`config.mk`:
```
export PLATFORM = sky130hd
export DESIGN_NAME = spi_slave_regs_flat
export DESIGN_NICKNAME = d
export VERILOG_FILES = /design/src/rtl/spi_slave_regs_if.sv /design/src/rtl/spi_slave_regs.sv /design/src/flat_wrapper.sv
export SDC_FILE = /design/constraint.sdc
export NUM_CORES = 1
export LEC_CHECK = 0
export ABC_AREA = 0
export BUFFER_PORTS_ARGS = -buffer_cell sky130_fd_sc_hd__clkbuf_2
export CAP_MARGIN = 20
export CORE_UTILIZATION = 55
export DETAILED_ROUTE_END_ITERATION = 10
export GPL_TIMING_DRIVEN = 0
export PLACE_DENSITY = 0.78
export SLEW_MARGIN = 20
export SYNTH_ARGS = -nofsm -noshare
export SYNTH_HDL_FRONTEND = slang
export SYNTH_SLANG_ARGS = --single-unit
```
`constraint.sdc`:
```
create_clock -name clk_i -period 4.9 [get_ports clk_i]
set_input_delay 0.245 -clock clk_i [delete_from_list [all_inputs] [get_ports clk_i]]
set_output_delay 0.245 -clock clk_i [all_outputs]
set_load 0.05 [all_outputs]
```
`src/rtl/spi_slave_regs_if.sv`:
```
// SPI bus bundle between the housekeeping SPI master and the register-model
// responder. Signal names follow the responder's view of the link.
interface spi_slave_regs_if;
    logic spi_cs_i;    // chip select, active low
    logic spi_clk_i;   // SPI clock, idle high
    logic spi_mosi_i;  // serial data towards the responder
    logic spi_miso_o;  // serial data from the responder
    logic spi_miso_t;  // MISO tristate control, 1 = high-Z

    modport slave (
        input  spi_cs_i,
        input  spi_clk_i,
        input  spi_mosi_i,
        output spi_miso_o,
        output spi_miso_t
    );

    modport master (
        output spi_cs_i,
        output spi_clk_i,
        output spi_mosi_i,
        input  spi_miso_o,
        input  spi_miso_t
    );
endinterface

```
`src/rtl/spi_slave_regs.sv`:
```
// SPI responder with a small register file, the far end of the housekeeping
// ADC-configuration link. Frames are an ADR_W-bit address (MSB = read flag)
// followed by DAT_W data bits, MSB first, CS low, SCLK idle high, data
// sampled on the SCLK rising edge. All SPI inputs are oversampled by clk_i.
module spi_slave_regs #(
    parameter int                    ADR_W    = 8,
    parameter int                    DAT_W    = 8,
    parameter int                    NREG     = 8,
    parameter logic [NREG*DAT_W-1:0] REG_INIT = {NREG*DAT_W{1'b0}}
) (
    input  logic                   clk_i,
    input  logic                   rstn_i,
    spi_slave_regs_if.slave        spi,
    output logic [NREG*DAT_W-1:0]  reg_o,
    output logic                   wr_stb_o,
    output logic [ADR_W-2:0]       wr_adr_o,
    output logic [DAT_W-1:0]       wr_dat_o,
    output logic                   frame_err_o,
    output logic [15:0]            frame_cnt_o,
    output logic [7:0]             err_cnt_o
);

    localparam int         FRM_W    = ADR_W + DAT_W;
    localparam int         IW       = (NREG > 1) ? $clog2(NREG) : 1;
    localparam int         SH_W     = (DAT_W > ADR_W - 1) ? DAT_W : ADR_W - 1;
    localparam logic [4:0] FRM_CNT  = 5'(FRM_W);
    localparam logic [4:0] ADR_LAST = 5'(ADR_W - 1);

    typedef enum logic [1:0] {
        WAIT_IDLE,
        IDLE,
        ADDR,
        DATA
    } state_t;

    state_t state, state_nxt;

    // synchroniser stages (p0, p1) and edge stage (p2)
    logic cs_p0, cs_p1, cs_p2;
    logic sclk_p0, sclk_p1, sclk_p2;
    logic mosi_p0, mosi_p1, mosi_p2;
    logic cs_rise_p2, cs_fall_p2, sclk_rise_p2, sclk_fall_p2;

    // frame datapath
    logic [SH_W-1:0]  shift_q;
    logic [4:0]       bit_cnt;
    logic             rw_q;
    logic [ADR_W-2:0] idx_q;
    logic [DAT_W-1:0] tx_q;
    logic             miso_q;
    logic             miso_t_q;
    logic [DAT_W-1:0] regs [NREG];

    // address as it stands once the last address bit is shifted in
    logic [ADR_W-1:0] adr_nxt;
    logic [ADR_W-2:0] adr_idx;
    logic             idx_ok;

    // FSM decisions consumed by the datapath
    logic start_frm, shift_in, adr_done, drive_miso, end_frame;
    logic commit_wr, commit_rd, frame_bad;

    assign adr_nxt = {shift_q[ADR_W-2:0], mosi_p2};
    assign adr_idx = adr_nxt[ADR_W-2:0];
    assign idx_ok  = (32'(adr_idx) < 32'(NREG));

    assign spi.spi_miso_o = miso_q;
    assign spi.spi_miso_t = miso_t_q;

    // Bring CS/SCLK/MOSI into clk_i and register their edges. CS resets low
    // so that a frame already running at reset release is never mistaken
    // for idle; SCLK resets to its idle-high level to avoid a false edge.
    always_ff @(posedge clk_i or negedge rstn_i) begin
        if (!rstn_i) begin
            cs_p0        <= 1'b0;
            cs_p1        <= 1'b0;
            cs_p2        <= 1'b0;
            sclk_p0      <= 1'b1;
            sclk_p1      <= 1'b1;
            sclk_p2      <= 1'b1;
            mosi_p0      <= 1'b0;
            mosi_p1      <= 1'b0;
            mosi_p2      <= 1'b0;
            cs_rise_p2   <= 1'b0;
            cs_fall_p2   <= 1'b0;
            sclk_rise_p2 <= 1'b0;
            sclk_fall_p2 <= 1'b0;
        end else begin
            cs_p0        <= spi.spi_cs_i;
            cs_p1        <= cs_p0;
            cs_p2        <= cs_p1;
            sclk_p0      <= spi.spi_clk_i;
            sclk_p1      <= sclk_p0;
            sclk_p2      <= sclk_p1;
            mosi_p0      <= spi.spi_mosi_i;
            mosi_p1      <= mosi_p0;
            mosi_p2      <= mosi_p1;
            cs_rise_p2   <= cs_p1 & ~cs_p2;
            cs_fall_p2   <= ~cs_p1 & cs_p2;
            sclk_rise_p2 <= sclk_p1 & ~sclk_p2;
            sclk_fall_p2 <= ~sclk_p1 & sclk_p2;
        end
    end

    // FSM state register
    always_ff @(posedge clk_i or negedge rstn_i) begin
        if (!rstn_i) begin
            state <= WAIT_IDLE;
        end else begin
            state <= state_nxt;
        end
    end

    // Next state and per-cycle frame decisions; CS rising ends every frame
    always_comb begin
        state_nxt  = state;
        start_frm  = 1'b0;
        shift_in   = 1'b0;
        adr_done   = 1'b0;
        drive_miso = 1'b0;
        end_frame  = 1'b0;
        commit_wr  = 1'b0;
        commit_rd  = 1'b0;
        frame_bad  = 1'b0;
        case (state)
            WAIT_IDLE: begin
                if (cs_p2) begin
                    state_nxt = IDLE;
                end
            end
            IDLE: begin
                if (cs_fall_p2) begin
                    start_frm = 1'b1;
                    state_nxt = ADDR;
                end
            end
            ADDR, DATA: begin
                if (cs_rise_p2) begin
                    end_frame = 1'b1;
                    state_nxt = IDLE;
                    if (bit_cnt != 5'd0) begin
                        if (bit_cnt != FRM_CNT) begin
                            frame_bad = 1'b1;
                        end else if (rw_q) begin
                            commit_rd = 1'b1;
                        end else if (32'(idx_q) < 32'(NREG)) begin
                            commit_wr = 1'b1;
                        end else begin
                            frame_bad = 1'b1;
                        end
                    end
                end else begin
                    if (sclk_rise_p2) begin
                        shift_in = 1'b1;
                        if (state == ADDR && bit_cnt == ADR_LAST) begin
                            adr_done  = 1'b1;
                            state_nxt = DATA;
                        end
                    end
                    if (state == DATA && sclk_fall_p2 && rw_q) begin
                        drive_miso = 1'b1;
                    end
                end
            end
            default: state_nxt = WAIT_IDLE;
        endcase
    end

    // Shift/count bits, serve reads on MISO, commit writes and keep counters
    always_ff @(posedge clk_i or negedge rstn_i) begin
        if (!rstn_i) begin
            shift_q     <= '0;
            bit_cnt     <= '0;
            rw_q        <= 1'b0;
            idx_q       <= '0;
            tx_q        <= '0;
            miso_q      <= 1'b0;
            miso_t_q    <= 1'b1;
            wr_stb_o    <= 1'b0;
            wr_adr_o    <= '0;
            wr_dat_o    <= '0;
            frame_err_o <= 1'b0;
            frame_cnt_o <= '0;
            err_cnt_o   <= '0;
            for (int k = 0; k < NREG; k++) begin
                regs[k] <= REG_INIT[k*DAT_W +: DAT_W];
            end
        end else begin
            wr_stb_o    <= 1'b0;
            frame_err_o <= 1'b0;
            if (start_frm) begin
                shift_q <= '0;
                bit_cnt <= '0;
            end
            if (shift_in) begin
                shift_q <= {shift_q[SH_W-2:0], mosi_p2};
                if (bit_cnt != 5'h1F) begin
                    bit_cnt <= bit_cnt + 5'd1;
                end
            end
            if (adr_done) begin
                rw_q  <= adr_nxt[ADR_W-1];
                idx_q <= adr_idx;
                tx_q  <= (adr_nxt[ADR_W-1] && idx_ok) ? regs[adr_idx[IW-1:0]] : '0;
            end
            if (drive_miso) begin
                miso_q   <= tx_q[DAT_W-1];
                tx_q     <= {tx_q[DAT_W-2:0], 1'b0};
                miso_t_q <= 1'b0;
            end
            if (end_frame) begin
                miso_t_q <= 1'b1;
            end
            if (commit_wr) begin
                regs[idx_q[IW-1:0]] <= shift_q[DAT_W-1:0];
                wr_stb_o            <= 1'b1;
                wr_adr_o            <= idx_q;
                wr_dat_o            <= shift_q[DAT_W-1:0];
                frame_cnt_o         <= frame_cnt_o + 16'd1;
            end
            if (commit_rd) begin
                frame_cnt_o <= frame_cnt_o + 16'd1;
            end
            if (frame_bad) begin
                frame_err_o <= 1'b1;
                if (err_cnt_o != 8'hFF) begin
                    err_cnt_o <= err_cnt_o + 8'd1;
                end
            end
        end
    end

    // Flatten the register file onto the output bus
    always_comb begin
        reg_o = '0;
        for (int k = 0; k < NREG; k++) begin
            reg_o[k*DAT_W +: DAT_W] = regs[k];
        end
    end

endmodule

```
`src/flat_wrapper.sv`:
```
// flat-port wrapper written by rule: the top's interface ports become plain ports
module spi_slave_regs_flat 
#(
    parameter int                    ADR_W    = 8,
    parameter int                    DAT_W    = 8,
    parameter int                    NREG     = 8,
    parameter logic [NREG*DAT_W-1:0] REG_INIT = {NREG*DAT_W{1'b0}}
)
  (clk_i, rstn_i, reg_o, wr_stb_o, wr_adr_o, wr_dat_o, frame_err_o, frame_cnt_o, err_cnt_o, spi_spi_cs_i, spi_spi_clk_i, spi_spi_mosi_i, spi_spi_miso_o, spi_spi_miso_t);
  spi_slave_regs_if spi_i ();
  input  logic clk_i;
  input  logic rstn_i;
  output logic [NREG*DAT_W-1:0] reg_o;
  output logic wr_stb_o;
  output logic [ADR_W-2:0] wr_adr_o;
  output logic [DAT_W-1:0] wr_dat_o;
  output logic frame_err_o;
  output logic [15:0] frame_cnt_o;
  output logic [7:0] err_cnt_o;
  input wire logic [$bits(spi_i.spi_cs_i)-1:0] spi_spi_cs_i;
  input wire logic [$bits(spi_i.spi_clk_i)-1:0] spi_spi_clk_i;
  input wire logic [$bits(spi_i.spi_mosi_i)-1:0] spi_spi_mosi_i;
  output wire logic [$bits(spi_i.spi_miso_o)-1:0] spi_spi_miso_o;
  output wire logic [$bits(spi_i.spi_miso_t)-1:0] spi_spi_miso_t;
  assign spi_i.spi_cs_i = spi_spi_cs_i;
  assign spi_i.spi_clk_i = spi_spi_clk_i;
  assign spi_i.spi_mosi_i = spi_spi_mosi_i;
  assign spi_spi_miso_o = spi_i.spi_miso_o;
  assign spi_spi_miso_t = spi_i.spi_miso_t;
  spi_slave_regs #(.ADR_W(ADR_W), .DAT_W(DAT_W), .NREG(NREG), .REG_INIT(REG_INIT)) u_core (.clk_i(clk_i), .rstn_i(rstn_i), .spi(spi_i), .reg_o(reg_o), .wr_stb_o(wr_stb_o), .wr_adr_o(wr_adr_o), .wr_dat_o(wr_dat_o), .frame_err_o(frame_err_o), .frame_cnt_o(frame_cnt_o), .err_cnt_o(err_cnt_o));
endmodule
```
==> impl_metrics.csv, run 1 <==
group,metric,value,unit
critical_path,worst_setup_path_end_kind,"register",
floorplan,fp.dieH,110,um
critical_path,critPathKind,"reg2reg",
clocking,htree_levels,4,
timing,max_freq,0.318,GHz
yosys,seq_area_frac_synth,58.6,%
critical_path,reg2reg_depth,6,
yosys,synth_cell_types,47,
floorplan,floorplan.rows,39,
yosys,syn_inst,487,
clocking,clkLatencyLatePin,0.43,ns
power,power_frac_clock,44.3,%
placed_design,dp_hpwl,9750,um
detailed_routing,vias_per_cell,5.65,
clocking,cts-buffers-inserted,17,
yosys,synth_edf_count,0,
power,leakage,0.00399,uW
yosys,synth-seq-cells,151,
critical_path,worstSetupStartpoint,"u_core.idx_q[5]",
power,switchingPower,752,uW
min_path,hold_path_class,"in2async",
global_routing,grt_use_total,25.8,%
yosys,synth_flop_cell,"dfrtp_1",
finish,drive_gt1_share,39.2,%
detailed_routing,drc,0,
detailed_routing,wl,14400,um
global_routing,antenna_found_initial,0,
finish,fillCellCount,825,
yosys,synth_area_per_cell,13.3,um^2
timing,rsz0062_at_grt,"no",
global_routing,grt_overflow,0,
timing,slew_viol_final,0,
clocking,postCtsSetupRepairBufs,0,
placed_design,gp_congestion,0.806,
yosys,yosys_warnings,0,
timing,finalCriticalPeriod,3.15,ns
critical_path,worstPathArrival,3.45,ns
critical_path,endpoint,"u_core.reg_o[26]",
yosys,ys_top_cells_by_area,"dfrtp_1 57%, mux2_2 13%, mux4_2 5.6%",
finish,diodes,0,
power,swShare,25.6,%
timing,finalCritPeriodShare,64.2,%
yosys,synthArstFlopShare,100,%
yosys,syn-cell-area,6460,um^2
detailed_routing,ant_nets,0,
floorplan,core,11400,um^2
timing,timing.slew.headroom,31.4,%
timing,tightest_slew,1.02,ns
detailed_routing,detail_route.wl_per_cell,18.5,um
power,power_density,374,nW/um^2
yosys,yosysTopAreaCellShare,56.9,%
yosys,syn_nets,497,
finish,areaGrowthSynthToFinish,21.7,%
critical_path,timing.rr.start,"u_core.idx_q[5]",
flow_run,cap_violations,0,
placed_design,numPortBuffers,111,
detailed_routing,vias,4395,
power,p_seq_share,45.2,%
critical_path,r2r-end,"u_core.reg_o[26]",
power,intPower,2190,uW
finish,multiInputGateArea,2540,um^2
finish,fin_util,68.8,%
critical_path,ff2ff_setup_slack,1.75,ns
timing,setup_viol,0,
floorplan,die_w,110,um
clocking,ctsHoldBuffers,4,
clocking,clkSinkCount,151,
power,vdd.ir_drop.worst,0.223,mV
clocking,clock_path_buffers,2,
timing,finalHoldViolations,0,
detailed_routing,drt-initial-drc-count,246,
global_routing,grt_max_degree,95,
critical_path,worstPathMaxFanout,8,
floorplan,io_pins,112,
run_status,status,"completed",
clocking,cts_resized,0,
yosys,yosysMostFrequentCell,"dfrtp_1",
timing,finalSetupTns,0,ns
power,combPwrFrac,10.5,%
floorplan,die-area,12200,um^2
floorplan,start_util,56.6,%
finish,finish.net_count,632,
timing,hold_ws,0.347,ns
critical_path,critPathRequiredTime,5.21,ns
critical_path,worst_setup_path_start_kind,"register",
clocking,cts_tree,"built",
clocking,cts_root_buf,"clkbuf_16",
finish,regArea,3780,um^2
yosys,ys_top_cells_by_count,"147 x dfrtp_1, 73 x mux2_2, 64 x nand2_1",
global_routing,grt_pass1_wl,22400,um
yosys,post-synth-top-area-cell,"dfrtp_1",
global_routing,grt_pass1_vias,4280,
detailed_routing,dr.pass1.iters,4,
clocking,clk_pin_slew,0.06,ns
timing,skew,0.00887,ns
## state kept, by name (all words and copies together) (netlist names), 7 cells and up
name,count
u_core.wr_adr_o,7
u_core.frame_cnt_o,16
u_core.reg_o,64
u_core.err_cnt_o,8
u_core.shift_q,8
u_core.idx_q,7
u_core.wr_dat_o,8
u_core.tx_q,8
## critical path: stages (launching register included)
cell and delay, ns:
dfrtp_1 0.39, or4_1 0.49, buf_2 0.17, nor4_2 0.46
nand2_1 0.20, nor3b_2 0.88, mux2_2 0.43
## cells in the final DEF, fill, tap and decap left out, types with 3 or more instances in the layout
| master | instances |
|---|---|
| mux2_2 | 73 |
| clkbuf_2 | 111 |
| xor2_1 | 8 |
| a22o_1 | 8 |
| dfstp_2 | 4 |
| clkinv_2 | 4 |
| dlygate4sd3_1 | 4 |
| mux4_2 | 16 |
| a31oi_1 | 8 |
| ha_1 | 5 |
| buf_1 | 5 |
| xnor2_1 | 14 |
| mux2i_1 | 8 |
| clkbuf_1 | 20 |
| nor2_1 | 18 |
| clkbuf_16 | 17 |
| and3_1 | 5 |
| nor2b_1 | 6 |
| inv_1 | 8 |
| or3_1 | 9 |
| o21ai_0 | 7 |
| nand4_1 | 5 |
| bufinv_16 | 3 |
| dfrtp_1 | 147 |
| nand3_1 | 11 |
| and2_1 | 6 |
| clkinvlp_4 | 5 |
| nor4_1 | 3 |
| nand2_1 | 64 |
## routing by layer
layer / up-vias / wire [um] / track usage (%)
met1: 2213 / 6040 / 34.9
met5: - / 0 / 0
met3: 24 / 1070 / 6.82
met4: 0 / 294 / 11.3
li1: 1994 / - / -
met2: 164 / 6990 / 39.3
## power groups by stage
stage          Combinational (uW)  Sequential, uW  Clock (uW)
2_1_floorplan                 172            1380           0
3_3_place_gp                  300            1350           0
3_5_place_dp                  309            1350           0
4_1_cts                       313            1330        1320
5_1_grt                       336            1330        1370
6_report                      308            1330        1300
## stage by stage
step / std cells / area (um^2) / setup WS [ns] / total power, uW
floorplan: 487 / 6460 / 2.27 / 1550
global placement: 741 / 7200 / 1.18 / 1650
detailed placement: 742 / 7230 / 1.77 / 1660
CTS: 778 / 7860 / 1.72 / 2960
global route: 778 / 7860 / 1.60 / 3040
finish: 778 / 7860 / 1.75 / 2940
## how the worst min path moves through the flow
stage,depth (start not counted),slack [ns],end,start
CTS,0,0.35,u_core.cs_p1,u_core.cs_p0
detailed placement,1,0.25,u_core.frame_cnt_o[2],rstn_i
floorplan,0,-0.05,u_core.bit_cnt[0],rstn_i
finish,2,0.35,u_core.frame_cnt_o[1],rstn_i
global placement,0,0.33,u_core.mosi_p1,u_core.mosi_p0
global route,0,0.35,u_core.cs_p1,u_core.cs_p0
## layout make-up
class	instances	share of cell area, %
repair buffers	116	8.04
plain buffers	27	1.38
multi-input cells	301	32.3
flip-flops and latches	151	48.1
clock inverters	13	1.99
clock buffers	19	5.51
well taps	143	2.28
inverters	8	0.382
## kinds of logic after synthesis
| kind of cell | share of synthesized area (%) |
|---|---|
| AO/OA/AOI/OAI | 3.04 |
| XOR/XNOR | 2.98 |
| adder cells (fa/ha/maj) | 0.968 |
| buffers and inverters | 2.15 |
| flip-flops | 58.6 |
| multiplexers | 19.9 |
| AND/OR/NAND/NOR | 12.4 |
Power figures use the tool's default switching activity.
==> run 2: changes to the inputs <==
==> constraint.sdc (replaced) <==
create_clock -name clk_i -period 2.92 [get_ports clk_i]
set_input_delay 0.146 -clock clk_i [delete_from_list [all_inputs] [get_ports clk_i]]
set_output_delay 0.146 -clock clk_i [all_outputs]
set_load 0.05 [all_outputs]
==> impl_metrics.csv, run 2 (synthesized netlist as in run 1, its figures left out) <==
group,metric,value,unit
run_status,status,"completed",
timing,timing.slew.headroom,36.3,%
critical_path,cpLargestDelayFamily,"simple AND/OR/NAND/NOR gates",
critical_path,cpMostUsedCell,"or4_1",
flow_run,cap_violations,0,
finish,largest_reg_flops,64,
floorplan,die_w,110,um
critical_path,timing.rr.start,"u_core.idx_q[5]",
global_routing,grt_use_total,26.0,%
global_routing,grt_pass1_wl,22700,um
power,vdd.ir_drop.worst,0.375,mV
timing,slew_viol_final,0,
floorplan,start_util,56.6,%
power,leakage,0.00404,uW
clocking,cts-buffers-inserted,17,
placed_design,gp_congestion,0.806,
critical_path,worstPathMaxFanout,10,
clocking,clkSinkCount,151,
detailed_routing,vias_per_cell,5.63,
floorplan,core,11400,um^2
finish,final_cell_mix,"147 x dfrtp_1, 111 x clkbuf_2, 73 x mux2_2",
power,power_density,621,nW/um^2
global_routing,antenna_found_initial,0,
placed_design,numPortBuffers,111,
timing,finalCritPeriodShare,97.0,%
detailed_routing,detail_route.wl_per_cell,18.6,um
clocking,cts_tree,"built",
global_routing,grt_pass1_vias,4333,
critical_path,worstPathArrival,3.14,ns
finish,mostFrequentLayoutCell,"dfrtp_1",
placed_design,placed_area,7230,um^2
critical_path,crit_chain,"or4_1 > buf_2 > or4_1 > buf_4 > nor3_4 > mux2_2",
floorplan,fp.dieH,110,um
critical_path,critPathRequiredTime,3.22,ns
detailed_routing,ant_nets,0,
finish,finish.net_count,641,
detailed_routing,wl,14600,um
detailed_routing,dr.pass1.iters,5,
timing,tightest_slew,0.956,ns
critical_path,worstSetupStartpoint,"u_core.idx_q[5]",
timing,hold_ws,0.248,ns
placed_design,dp_hpwl,9750,um
critical_path,critPathKind,"reg2reg",
min_path,hold_path_class,"in2async",
timing,setup_viol,0,
finish,drive_gt1_share,40.1,%
clocking,clock_path_buffers,2,
timing,finalCriticalPeriod,2.83,ns
finish,diodes,0,
critical_path,cpPeakStageDelay,0.53,ns
timing,finalHoldViolations,0,
detailed_routing,drt-initial-drc-count,260,
critical_path,worst_setup_path_start_kind,"register",
detailed_routing,vias,4434,
detailed_routing,drc,0,
clocking,cts_root_buf,"clkbuf_16",
global_routing,grt_max_degree,95,
clocking,htree_levels,4,
timing,rsz0062_at_grt,"no",
critical_path,crit_path_top_delay_cell,"or4_1",
floorplan,io_pins,112,
global_routing,grt_overflow,0,
clocking,clk_pin_slew,0.06,ns
clocking,clkLatencyLatePin,0.42,ns
timing,max_freq,0.353,GHz
critical_path,worst_setup_path_end_kind,"register",
finish,areaGrowthSynthToFinish,23.1,%
critical_path,worst-path-buf-inv,2,
timing,skew,0.00788,ns
finish,fillCellCount,812,
finish,final_cell_area,7950,um^2
floorplan,die-area,12200,um^2
floorplan,floorplan.rows,39,
==> run 2: changes by cell type in the layout (fill, tap and decap cells not counted) <==
| cell | before | now |
|---|---|---|
| buf_12 | 0 | 1 |
| buf_4 | 1 | 9 |
| nor3_2 | 1 | 0 |
| nor3_4 | 1 | 2 |
| nor3b_2 | 1 | 0 |
| nor3b_4 | 0 | 1 |
==> run 2: metal layers <==
metal / track usage (%) / wire length (um)
met2: 39.6 / 7080
met5: 0 / 0
met1: 34.9 / 6390
met4: 11.8 / 282
met3: 7.29 / 866
==> run 2: through the flow <==
stage	setup slack, ns	TNS [ns]	instances	utilization, %	power (uW)
floorplan	0.290	0	487	-	2610
finish	0.0879	0	787	69.7	4940
CTS	0.0593	0	785	69.5	4960
global route	0.0108	0	787	69.7	5100
detailed placement	-0.211	-4.02	742	63.3	2780
global placement	-0.703	-104.32	741	63.0	2770
==> run 2: cell type report <==
cell class              count  area, um^2  share of cell area (%)
plain buffers              27         109                    1.37
clock buffers              19         433                    5.44
clock inverters            13         156                    1.97
inverters                   8        30.0                   0.378
multi-input cells         301        2550                    32.1
flip-flops and latches    151        3780                    47.6
well taps                 143         179                    2.25
repair buffers            125         712                    8.95
==> run 2: what timing repair did <==
action                                  in CTS  in global routing
pin swaps                                    4                  1
setup buffers                                7                  2
hold buffers                                 4                  0
hold endpoints to repair                    60                  0
resized for setup                            2                  0
endpoints found under the setup margin      40                  8
==> run 2: where the power goes <==
part / total, uW / switching [uW] / internal, uW
logic: 521 / 350 / 171
clock network: 2190 / 850 / 1340
registers: 2230 / 68.6 / 2160
==> run 2: path summary, 6_finish.rpt <==
path | slack, ns | end | cells past startpoint
max | 0.09 | u_core.reg_o[50] | 6
min | 0.25 | u_core.frame_cnt_o[1] | 2
max reg2reg | 0.09 | u_core.reg_o[50] | 6
min reg2reg | 0.35 | u_core.cs_p1 | 0
max in group asynchronous | 1.86 | u_core.sclk_p2 | 3
min in group clk_i | 0.35 | u_core.cs_p1 | 0
